### src/rtl/reg_mac_pkg.sv
// Shared types and register-map constants for the reg_mac register-bus accelerator.
package reg_mac_pkg;

  // Operation selected by CTRL.mode; RSVD is rejected at start time.
  typedef enum logic [1:0] {
    MODE_SUM  = 2'd0,
    MODE_MUL  = 2'd1,
    MODE_MAC  = 2'd2,
    MODE_RSVD = 2'd3
  } mode_e;

  // Engine state; MUL and MAC share the multiplier state.
  typedef enum logic [1:0] {
    ST_IDLE = 2'd0,
    ST_SUM  = 2'd1,
    ST_MUL  = 2'd2
  } state_e;

  // Register word indices (byte offset = index * DATA_WIDTH/8).
  localparam int CTRL_IDX         = 0;
  localparam int STATUS_IDX       = 1;
  localparam int RES_LO_IDX       = 2;
  localparam int RES_HI_IDX       = 3;
  localparam int CYCLES_IDX       = 4;
  localparam int OPERAND_BASE_IDX = 8;

  // CTRL / STATUS bit positions.
  localparam int CTRL_START_BIT  = 0;
  localparam int CTRL_MODE_LSB   = 1;
  localparam int CTRL_IRQ_EN_BIT = 3;
  localparam int STAT_BUSY_BIT   = 0;
  localparam int STAT_DONE_BIT   = 1;

  // Default bus types for the 32-bit address / 32-bit data configuration.
  typedef struct packed {
    logic [31:0] addr;
    logic        write;
    logic [31:0] wdata;
    logic [3:0]  wstrb;
    logic        valid;
  } reg_mac_req_t;

  typedef struct packed {
    logic [31:0] rdata;
    logic        error;
    logic        ready;
  } reg_mac_rsp_t;

endpackage

### src/rtl/reg_mac_seq_mult.sv
// Unsigned shift-add multiplier: one multiplier bit per cycle, DATA_WIDTH cycles.
// done is high during the final busy cycle, when product already holds the full result,
// so the owner can capture it on the same edge the multiplier goes idle.
module reg_mac_seq_mult #(
  parameter int DATA_WIDTH = 32
) (
  input  logic                      clk,
  input  logic                      rst,
  input  logic                      start,
  input  logic [DATA_WIDTH-1:0]     op_a,
  input  logic [DATA_WIDTH-1:0]     op_b,
  output logic                      busy,
  output logic                      done,
  output logic [2*DATA_WIDTH-1:0]   product
);

  localparam int CW = $clog2(DATA_WIDTH);

  logic [2*DATA_WIDTH-1:0] mcand;
  logic [2*DATA_WIDTH-1:0] acc;
  logic [2*DATA_WIDTH-1:0] partial;
  logic [DATA_WIDTH-1:0]   mplier;
  logic [CW-1:0]           cnt;

  assign partial = mplier[0] ? mcand : '0;
  assign product = acc + partial;
  assign done    = busy && (cnt == CW'(DATA_WIDTH - 1));

  // Load operands on start, then accumulate one shifted partial product per cycle.
  always_ff @(posedge clk) begin
    if (rst) begin
      busy   <= 1'b0;
      cnt    <= '0;
      mcand  <= '0;
      mplier <= '0;
      acc    <= '0;
    end else if (start && !busy) begin
      busy   <= 1'b1;
      cnt    <= '0;
      mcand  <= {{DATA_WIDTH{1'b0}}, op_a};
      mplier <= op_b;
      acc    <= '0;
    end else if (busy) begin
      acc    <= product;
      mcand  <= mcand << 1;
      mplier <= mplier >> 1;
      cnt    <= cnt + CW'(1);
      if (done) busy <= 1'b0;
    end
  end

endmodule

### src/rtl/reg_mac_regfile.sv
// Register-bus slave with an operand bank, CTRL/STATUS registers and a multi-cycle
// SUM / MUL / MAC engine. Bus responses are combinational and always ready.
module reg_mac_regfile
  import reg_mac_pkg::*;
#(
  parameter int  DATA_WIDTH    = 32,
  parameter int  ADDR_WIDTH    = 32,
  parameter int  NUM_OPERANDS  = 4,
  parameter int  REG_ADDR_BITS = 8,
  parameter type reg_req_t     = reg_mac_pkg::reg_mac_req_t,
  parameter type reg_rsp_t     = reg_mac_pkg::reg_mac_rsp_t
) (
  input  logic     clk_i,
  input  logic     rst_i,
  input  reg_req_t reg_req_i,
  output reg_rsp_t reg_rsp_o,
  output logic     irq_o
);

  localparam int S     = DATA_WIDTH / 8;
  localparam int LSB   = $clog2(S);
  localparam int IDX_W = REG_ADDR_BITS - LSB;
  localparam int OP_W  = $clog2(NUM_OPERANDS);
  localparam int CNT_W = 8;
  localparam int AW    = ADDR_WIDTH;

  if (!(DATA_WIDTH == 32 || DATA_WIDTH == 64)) begin : g_bad_width
    $error("reg_mac_regfile: DATA_WIDTH must be 32 or 64");
  end
  if (NUM_OPERANDS < 2 || NUM_OPERANDS > 16) begin : g_bad_ops
    $error("reg_mac_regfile: NUM_OPERANDS must be 2..16");
  end
  if ((8 + NUM_OPERANDS) * S > 2 ** REG_ADDR_BITS) begin : g_bad_map
    $error("reg_mac_regfile: register map does not fit in REG_ADDR_BITS");
  end

  // Architectural state
  logic [DATA_WIDTH-1:0]   operand [NUM_OPERANDS];
  mode_e                   mode;
  logic                    irq_en;
  logic                    done;
  logic [2*DATA_WIDTH-1:0] result;
  logic [DATA_WIDTH-1:0]   cycles;
  state_e                  state;
  logic [2*DATA_WIDTH-1:0] acc;
  logic [CNT_W-1:0]        cnt;

  // Decode
  logic [REG_ADDR_BITS-1:0] off;
  logic [IDX_W-1:0]         idx;
  logic [OP_W-1:0]          op_idx;
  logic misaligned, mapped, busy;
  logic sel_ctrl, sel_status, sel_lo, sel_hi, sel_cyc, sel_op;
  logic wr, rd, start_req, error, accept, start_acc;
  mode_e new_mode;
  logic [DATA_WIDTH-1:0]   rdata;
  logic [DATA_WIDTH-1:0]   wdata;
  logic [S-1:0]            wstrb;
  logic [2*DATA_WIDTH-1:0] sum_next;
  logic mult_start, mult_busy, mult_done;
  logic [2*DATA_WIDTH-1:0] product;
  logic unused_addr;

  // Upper address bits are deliberately not decoded.
  assign unused_addr = ^reg_req_i.addr[AW-1:0];

  assign wdata      = reg_req_i.wdata;
  assign wstrb      = reg_req_i.wstrb;
  assign off        = reg_req_i.addr[REG_ADDR_BITS-1:0];
  assign idx        = off[REG_ADDR_BITS-1:LSB];
  assign op_idx     = OP_W'(idx - IDX_W'(OPERAND_BASE_IDX));
  assign misaligned = |off[LSB-1:0];
  assign busy       = (state != ST_IDLE);

  assign sel_ctrl   = (idx == IDX_W'(CTRL_IDX));
  assign sel_status = (idx == IDX_W'(STATUS_IDX));
  assign sel_lo     = (idx == IDX_W'(RES_LO_IDX));
  assign sel_hi     = (idx == IDX_W'(RES_HI_IDX));
  assign sel_cyc    = (idx == IDX_W'(CYCLES_IDX));
  assign sel_op     = (idx >= IDX_W'(OPERAND_BASE_IDX)) &&
                      (idx <  IDX_W'(OPERAND_BASE_IDX + NUM_OPERANDS));
  assign mapped     = sel_ctrl | sel_status | sel_lo | sel_hi | sel_cyc | sel_op;

  assign wr = reg_req_i.valid &  reg_req_i.write;
  assign rd = reg_req_i.valid & !reg_req_i.write;

  // CTRL lives entirely in byte 0, so only wstrb[0] can change mode or start.
  assign new_mode  = wstrb[0] ? mode_e'(wdata[CTRL_MODE_LSB +: 2]) : mode;
  assign start_req = wr & sel_ctrl & wstrb[0] & wdata[CTRL_START_BIT];

  assign error = reg_req_i.valid & (!mapped | misaligned |
                 (wr & (sel_lo | sel_hi | sel_cyc)) |
                 (wr & busy & (sel_ctrl | sel_op)) |
                 (start_req & (new_mode == MODE_RSVD)));

  assign accept     = wr & !error;
  assign start_acc  = accept & start_req;
  assign mult_start = start_acc & (new_mode != MODE_SUM);
  assign sum_next   = acc + {{DATA_WIDTH{1'b0}}, operand[OP_W'(cnt)]};
  assign irq_o      = done & irq_en;

  function automatic logic [DATA_WIDTH-1:0] merge_bytes(
    input logic [DATA_WIDTH-1:0] old_val,
    input logic [DATA_WIDTH-1:0] new_val,
    input logic [S-1:0]          strb
  );
    merge_bytes = old_val;
    for (int b = 0; b < S; b++) begin
      if (strb[b]) merge_bytes[b*8 +: 8] = new_val[b*8 +: 8];
    end
  endfunction

  // Read mux: data only for accepted reads, zero otherwise.
  always_comb begin
    rdata = '0;
    if (rd && !error) begin
      if (sel_ctrl) begin
        rdata[CTRL_MODE_LSB +: 2] = mode;
        rdata[CTRL_IRQ_EN_BIT]    = irq_en;
      end
      if (sel_status) begin
        rdata[STAT_BUSY_BIT] = busy;
        rdata[STAT_DONE_BIT] = done;
      end
      if (sel_lo)  rdata = result[DATA_WIDTH-1:0];
      if (sel_hi)  rdata = result[2*DATA_WIDTH-1:DATA_WIDTH];
      if (sel_cyc) rdata = cycles;
      if (sel_op)  rdata = operand[op_idx];
    end
  end

  // Response packing.
  always_comb begin
    reg_rsp_o       = '0;
    reg_rsp_o.rdata = rdata;
    reg_rsp_o.error = error;
    reg_rsp_o.ready = 1'b1;
  end

  reg_mac_seq_mult #(
    .DATA_WIDTH(DATA_WIDTH)
  ) u_mult (
    .clk     (clk_i),
    .rst     (rst_i),
    .start   (mult_start),
    .op_a    (operand[0]),
    .op_b    (operand[1]),
    .busy    (mult_busy),
    .done    (mult_done),
    .product (product)
  );

  // Register writes and engine FSM; later assignments to done take priority
  // so a completing operation wins over a same-cycle W1C.
  always_ff @(posedge clk_i) begin
    if (rst_i) begin
      for (int i = 0; i < NUM_OPERANDS; i++) operand[i] <= '0;
      mode   <= MODE_SUM;
      irq_en <= 1'b0;
      done   <= 1'b0;
      result <= '0;
      cycles <= '0;
      acc    <= '0;
      cnt    <= '0;
      state  <= ST_IDLE;
    end else begin
      if (accept && sel_op) operand[op_idx] <= merge_bytes(operand[op_idx], wdata, wstrb);
      if (accept && sel_ctrl && wstrb[0]) begin
        mode   <= new_mode;
        irq_en <= wdata[CTRL_IRQ_EN_BIT];
      end
      if (accept && sel_status && wstrb[0] && wdata[STAT_DONE_BIT]) done <= 1'b0;

      case (state)
        ST_IDLE: begin
          if (start_acc) begin
            done  <= 1'b0;
            acc   <= '0;
            cnt   <= '0;
            state <= (new_mode == MODE_SUM) ? ST_SUM : ST_MUL;
          end
        end
        ST_SUM: begin
          acc <= sum_next;
          cnt <= cnt + CNT_W'(1);
          if (cnt == CNT_W'(NUM_OPERANDS - 1)) begin
            result <= sum_next;
            cycles <= {{(DATA_WIDTH-CNT_W){1'b0}}, cnt + CNT_W'(1)};
            done   <= 1'b1;
            state  <= ST_IDLE;
          end
        end
        ST_MUL: begin
          cnt <= cnt + CNT_W'(1);
          if (mult_done) begin
            result <= (mode == MODE_MAC) ? (result + product) : product;
            cycles <= {{(DATA_WIDTH-CNT_W){1'b0}}, cnt + CNT_W'(1)};
            done   <= 1'b1;
            state  <= ST_IDLE;
          end
        end
        default: state <= ST_IDLE;
      endcase
    end
  end

  logic unused_mult_busy;
  assign unused_mult_busy = mult_busy;

endmodule
### config.mk
export PLATFORM = sky130hd
export DESIGN_NAME = reg_mac_regfile
export DESIGN_NICKNAME = d
export VERILOG_FILES = /design/src/rtl/reg_mac_pkg.sv /design/src/rtl/reg_mac_seq_mult.sv /design/src/rtl/reg_mac_regfile.sv
export SDC_FILE = /design/constraint.sdc
export NUM_CORES = 1
export LEC_CHECK = 0
export BUFFER_PORTS_ARGS = -buffer_cell sky130_fd_sc_hd__buf_4
export CORE_MARGIN = 4
export CORE_UTILIZATION = 50
export CTS_BUF_LIST = sky130_fd_sc_hd__clkbuf_2
export DETAILED_ROUTE_END_ITERATION = 10
export GPL_TIMING_DRIVEN = 0
export PLACE_DENSITY = 0.71
export SKIP_CTS_REPAIR_TIMING = 1
export SYNTH_ARGS = -nofsm -noshare
export SYNTH_HDL_FRONTEND = slang
export SYNTH_HIERARCHICAL = 1
export SYNTH_SLANG_ARGS = --single-unit
### constraint.sdc
create_clock -name clk_i -period 8.46 [get_ports clk_i]
set_input_delay 0 -clock clk_i [delete_from_list [all_inputs] [get_ports clk_i]]
set_output_delay 0 -clock clk_i [all_outputs]
set_load 0.03 [all_outputs]
==> results of run 1 <==
worst max-delay path, delay by kind of cell, from the launching register on:
family | cells | cell delay, ps
AO/OA/AOI/OAI | 14 | 3800
buffers and inverters | 3 | 1460
adder cells (fa/ha/maj) | 3 | 860
AND/OR/NAND/NOR | 4 | 740
XOR/XNOR | 2 | 720
flip-flops | 1 | 340
sequential cells by signal, indices dropped and copies added, names as in the netlist, 2 cells and up, named ones only:
signal and count:
operand 128, acc 64, result 64, u_mult/acc 64, u_mult/mcand 64, u_mult/mplier 32, cnt 8, cycles 8
u_mult/cnt 5, mode 2, state 2
report_power, final:
group          total, uW  leakage, uW  switching (uW)  internal [uW]
registers           2230      0.00388            15.3           2210
logic                285      0.00904             183            102
clock network       1620     0.000832            1040            585
path summary, 6_finish.rpt:
check | start | end | slack (ps) | cells after the start
worst min register to register | acc[56] | acc[56] | 460 | 2
worst max register to register | u_mult/mplier[0] | result[59] | 380 | 26
worst max-delay path | u_mult/mplier[0] | result[59] | 380 | 26
worst min-delay path | rst_i | result[43] | 30 | 5
layout make-up:
class	instances	area (um2)	share of cell area [%]
Antenna cell	8	20.0	0.0576
Buffer	246	997	2.87
Clock buffer	178	891	2.56
Clock inverter	39	204	0.587
Inverter	56	210	0.605
Multi-Input combinational cell	2921	19600	56.2
Sequential cell	446	10200	29.4
Tap cell	782	978	2.81
Timing Repair Buffer	186	1700	4.90
logic make-up (layout without fill, tap and decap cells):
kind of cell             Yosys count  in the layout  share of synthesized area, %
flip-flops                       446            446                          33.0
AND/OR/NAND/NOR                 1316           1316                          19.7
adder cells (fa/ha/maj)          168            168                          6.87
AO/OA/AOI/OAI                   1016           1016                          21.1
multiplexers                     239            239                          10.4
XOR/XNOR                         181            181                          5.12
other                              1              9                        0.0121
buffers and inverters            302            705                          3.90
layout by cell type, fill, tap and decap left out, drive strengths merged, types with 27 or more instances in the layout:
cell	count
nor2	558
a21oi	369
clkbuf	354
dfxtp	318
nand2	306
mux2i	173
o21ai	168
ha	165
buf	150
edfxtp	128
xnor2	111
dlygate4sd3	106
a21o	97
nand3	85
a22oi	79
and2	77
xor2	70
mux4	65
inv	60
nor3	59
nand4	52
and3	48
o211ai	48
a31oi	38
o21bai	35
clkinv	35
a211oi	27
per-layer routing:
metal | up-vias | routed length (um) | track usage (%)
met5 | - | 45 | 0
met4 | 6 | 5700 | 13.8
met3 | 351 | 17600 | 11.7
met2 | 1992 | 53600 | 52.8
met1 | 14900 | 55100 | 54.3
li1 | 14100 | - | -
through the flow:
step | util, % | hold slack, ps | total power (uW) | cell area (um2) | std cells
finish | 57.2 | 27.1 | 4140 | 34800 | 4862
global route | 57.2 | -1.71 | 4250 | 34800 | 4859
CTS | 55.4 | -1020 | 4080 | 33700 | 4748
detailed placement | 53.6 | 322 | 2510 | 32600 | 4531
global placement | 53.4 | 317 | 2500 | 32500 | 4527
floorplan | - | 147 | 2390 | 30900 | 3669
==> results.tsv, run 1 <==
metric	value	unit
sequential fraction of the synthesis area	33.0	%
crit start category	flop	
count of H-tree levels built during CTS	3	
arrival time at the worst endpoint	9220	ps
Yosys top cell area share	20.6	%
number of antenna violations at the first check in global routing	8	
final layout net count	4215	
Cell variety after synth	101	
WL/cell	27.2	um
syn avg cell area	8.43	um2
pre-CTS setup slack	753	ps
nets in the synthesized netlist	3909	
FMAX	0.124	GHz
horizontal die dimension	257	um
worst slew slack as a fraction of its limit	-0.241	%
pwr dens	119	nW/um2
most common cell type on the critical path	sky130_fd_sc_hd__clkbuf_1	
RSZ-0062 raised after global routing	no	
path type of the worst setup path	flop to flop	
number of vias after detailed routing	31300	
core outline area	60800	um2
Fin Setup TNS	0	ps
fill cell total of the finished layout	5744	
leak pwr	0.0138	uW
final period utilization	95.5	%
path class of the lowest-slack min-delay path	primary input to flop	
Clock transition at path regs	110	ps
first-pass GRT wire length	186	mm
area growth from synthesis to layout	12.4	%
least setup slack across all paths after layout	378	ps
required arrival time at the worst endpoint	9590	ps
Post-Route WL	132	mm
clock insertion delay at the later pin of the skew report	1310	ps
DRC marker count from the first detailed-route iteration	4570	
number of synthesized flops with an enable pin	128	
ports placed on the boundary	107	
slew at the pin with the worst max-slew slack	1500	ps
number of iterations in the first detailed-routing pass	9	
vias in the first global route	28100	
setup violators final	0	
number of instances in the synthesized netlist	3669	
buffer depth of the longest clock path	3	
final estimated routing congestion in global placement	1.05	
CP max stage cell	sky130_fd_sc_hd__clkbuf_1	
clock buffer count from CTS	118	
All-Layer GR Usage	37.6	%
fraction of final layout cells sized beyond drive strength 1	10.8	%
area of the die	65900	um2
Seq cells post-synth	446	
detailed-route vias per instance	6.45	
Max Clock Skew	100	ps
number of remaining DRC errors	0	
delay contributed by the slowest stage of the critical path	660	ps
violated checks	capacitance limit, slew limit	
Port Buf Inserts	76	
biggest area consumer among synthesized cells	sky130_fd_sc_hd__dfxtp_1	
CTS tree	built	
Starting Density	50.9	%
Final Max Slew Viols	10	
result of the run	finished, violations left	
worst voltage drop across the vdd grid	115	uV
most numerous cell in the Yosys netlist	sky130_fd_sc_hd__nor2_1	
summed instance area of the synthesized netlist	30900	um2
Synth top cells by count	sky130_fd_sc_hd__nor2_1, sky130_fd_sc_hd__a21oi_1, sky130_fd_sc_hd__dfxtp_1, sky130_fd_sc_hd__nand2_1, sky130_fd_sc_hd__mux2i_1	
final hold violation count	0	
y dimension of the die	257	um
Synth Warn #	6	
CP max FO	10	
commonest register cell after synthesis	sky130_fd_sc_hd__dfxtp_1	
post-route ant nets	0	
sinks on the clock net	446	
top area cells in the synthesized netlist	sky130_fd_sc_hd__dfxtp_1, sky130_fd_sc_hd__edfxtp_1, sky130_fd_sc_hd__nor2_1	
post-detailed-placement half-perimeter wirelength	103	mm
share of synthesized registers carrying an async set or reset	0	%
max-cap viol count	1	
count of standard-cell rows	90	
minimum clock period after layout	8080	ps
largest net degree at the start of global routing	33	
crit path capture type	flop	
buffer type at the clock tree root	sky130_fd_sc_hd__clkbuf_2	
GR Overflow Total	0	
(Power assumes the default switching activity.)
==> run 2, diff against run 1 <==
--- a/config.mk
+++ b/config.mk
@@ -12,6 +12,7 @@
 export DETAILED_ROUTE_END_ITERATION = 10
 export GPL_TIMING_DRIVEN = 0
 export PLACE_DENSITY = 0.71
+export REMOVE_ABC_BUFFERS = 1
 export SKIP_CTS_REPAIR_TIMING = 1
 export SYNTH_ARGS = -nofsm -noshare
 export SYNTH_HDL_FRONTEND = slang
==> run 2 against run 1 <==
  * The flow now finishes without violations
  * Critical path depth shrank 5
  * Clock power rose by 2%
  * Sequential power about the same
  * Worst hold slack improved by 89 ps
  * Design area is 0.57% lower
  * Count of clock-buffer cells in the layout rose by 4
  * Power barely moved
  * Utilization shrank 0.33 points
  * Highest routed layer is now met4
  * First-iteration DRC count fell by 27%
  * Combinational power fell by 13%
  * Maximum frequency is 19% higher
  * Non-clock buffer count is 208 lower
==> results.tsv, run 2 (synthesized netlist as in run 1, its figures left out) <==
metric	value	unit	change
clock buffer count from CTS	121		+2.5%
Starting Density	50.9	%	unchanged
CP max FO	55		+45
core outline area	60800	um2	unchanged
CP max stage cell	sky130_fd_sc_hd__a221oi_1		
buffer type at the clock tree root	sky130_fd_sc_hd__clkbuf_2		
final core utilization	56.8	%	-0.33 points
post-route ant nets	0		unchanged
Reg with most FFs	operand		
Post-Route WL	101	mm	-24%
minimum clock period after layout	6790	ps	-1290 ps
Final Hold Slack	116	ps	+88.6 ps
path type of the worst setup path	flop to flop		
worst slew slack as a fraction of its limit	5.76	%	+6.0 points
cell area after placement	32200	um2	-1.3%
Max Clock Skew	142	ps	+42.3 ps
FMAX	0.147	GHz	+19%
final period utilization	80.2	%	-15 points
WL met3	10.8	mm	-39%
Clock transition at path regs	130	ps	+20 ps
worst path cell trace	buf_12 -> and2_1 -> ha_1 -> a21oi_1 -> o21ai_1 -> a22oi_1 -> a21oi_1 -> or2_2 -> or2_2 -> xnor2_1 -> ha_1 -> a21oi_1 -> o21ai_0 -> a21oi_1 -> o21ai_0 -> o21a_1 -> a221oi_1 -> nand2_1 -> a21boi_0 -> xor2_1 -> a2111oi_2		
post-detailed-placement half-perimeter wirelength	72.1	mm	-30%
M1 wire length	43.7	mm	-21%
most common cell type on the critical path	sky130_fd_sc_hd__a21oi_1		
buffer depth of the longest clock path	3		unchanged
ports placed on the boundary	107		unchanged
slew at the pin with the worst max-slew slack	1410	ps	-90.1 ps
least setup slack across all paths after layout	1670	ps	+1290 ps
count of H-tree levels built during CTS	3		unchanged
final layout net count	4010		-4.9%
crit path capture type	flop		
Post-Place Cells	4310		-4.9%
combinational fraction of design power	6.0	%	-0.9 points
max-cap viol count	0		-1
fraction of final layout cells sized beyond drive strength 1	11.6	%	+0.89 points
clock insertion delay at the later pin of the skew report	1280	ps	-30 ps
number of iterations in the first detailed-routing pass	8		-1
WL/cell	21.6	um	-20%
pre-CTS setup slack	2010	ps	+1260 ps
count of standard-cell rows	90		unchanged
most common library cell in the layout ignoring fill and taps	sky130_fd_sc_hd__nor2_1		
post-route design area	34600	um2	-0.57%
Port Buf Inserts	81		+6.6%
Largest register FFs	128		unchanged
CTS tree	built		
Net Sw Frac	28.6	%	-1.3 points
origin of the worst setup path	u_mult/mplier[0]		
reported net switching power	1180	uW	-4.3%
horizontal die dimension	257	um	unchanged
GR Overflow Total	0		unchanged
Final Max Slew Viols	0		-10
final estimated routing congestion in global placement	1.06		+0.77%
final hold violation count	0		unchanged
path class of the lowest-slack min-delay path	primary input to flop		
area of the die	65900	um2	unchanged
hold path startpoint	reg_req_i[41]		
DRC marker count from the first detailed-route iteration	3347		-27%
sinks on the clock net	446		unchanged
pwr dens	120	nW/um2	+0.64%
worst voltage drop across the vdd grid	144	uV	+25%
crit start category	flop		
buffers plus inverters on the worst setup path	1		-2
result of the run	finished, final reports clean		
number of remaining DRC errors	0		unchanged
number of antenna violations at the first check in global routing	2		-6
detailed-route vias per instance	6.21		-3.7%
required arrival time at the worst endpoint	9580	ps	about the same
largest net degree at the start of global routing	119		+260%
setup violators final	0		unchanged
y dimension of the die	257	um	unchanged
arrival time at the worst endpoint	7900	ps	-1320 ps
final standard cell count with taps included and fillers excluded	4657		-4.2%
fill cell total of the finished layout	5488		-4.5%
first-pass GRT wire length	149	mm	-20%
Clk network pwr share	40.1	%	+0.9 points
leak pwr	0.0137	uW	-0.42%
area growth from synthesis to layout	11.8	%	
vias in the first global route	25800		-8.4%
R2R Path Start	u_mult/mplier[0]		
number of vias after detailed routing	28900		-7.8%
RSZ-0062 raised after global routing	no		
met2 WL	41.9	mm	-22%
delay contributed by the slowest stage of the critical path	730	ps	+70 ps
top library cells by usage in the layout, fill and taps aside	sky130_fd_sc_hd__nor2_1, sky130_fd_sc_hd__a21oi_1, sky130_fd_sc_hd__dfxtp_1		
cell internal pwr	2960	uW	+1.9%
highest metal layer with signal wires	met4		
category of cells accounting for the largest share of critical-path delay	compound AO/OA/AOI/OAI gates		
Reg power frac	53.9	%	about the same
All-Layer GR Usage	28.5	%	-9.1 points
==> run 2: cell count changes in the layout (fill, tap and decap cells not counted), sizes merged <==
cell and delta:
dlygate4sd3 +11, clkbuf -172, bufinv +1, buf -43, clkinv +4, diode -6
==> run 2: tightest hold or removal path, delay by kind of cell <==
family          cells  cell delay, ps
compound gates      1             130
buf+inv             2             860
simple gates        1             220
==> run 2: metrics by stage <==
stage | total power, uW | TNS [ps]
floorplan | 2370 | -37980
global placement | 2470 | -835590
detailed placement | 2480 | 0
CTS | 4140 | 0
global route | 4310 | 0
finish | 4140 | 0
==> run 2: power by group through the flow <==
stage	clock network (uW)	logic, uW	registers, uW
2_1_floorplan	0	95.1	2270
3_3_place_gp	0	188	2280
3_5_place_dp	0	200	2280
4_1_cts	1710	200	2230
5_1_grt	1810	263	2230
6_report	1660	249	2230
==> run 2: worst paths after layout <==
path                       end  slack (ps)  depth (start not counted)
max reg2reg         result[59]        1670                         21
min              operand[2][3]         120                          4
max                 result[59]        1670                         21
min reg2reg  u_mult/mplier[20]         430                          2
==> run 2: cell type report <==
| type | count | area (um2) | area share [%] |
|---|---|---|---|
| Clock buffer | 182 | 911 | 2.63 |
| Sequential cell | 446 | 10200 | 29.6 |
| Timing Repair Buffer | 224 | 2360 | 6.84 |
| Antenna cell | 2 | 5.00 | 0.0145 |
| Inverter | 56 | 210 | 0.608 |
| Multi-Input combinational cell | 2921 | 19600 | 56.7 |
| Tap cell | 782 | 978 | 2.83 |
| Clock inverter | 44 | 267 | 0.771 |
==> run 2: routing by layer <==
metal	vias to the layer above	track usage, %
met1	13600	42.0
met3	203	5.72
met2	1387	40.7
met4	0	11.5
li1	13700	-
met5	-	0
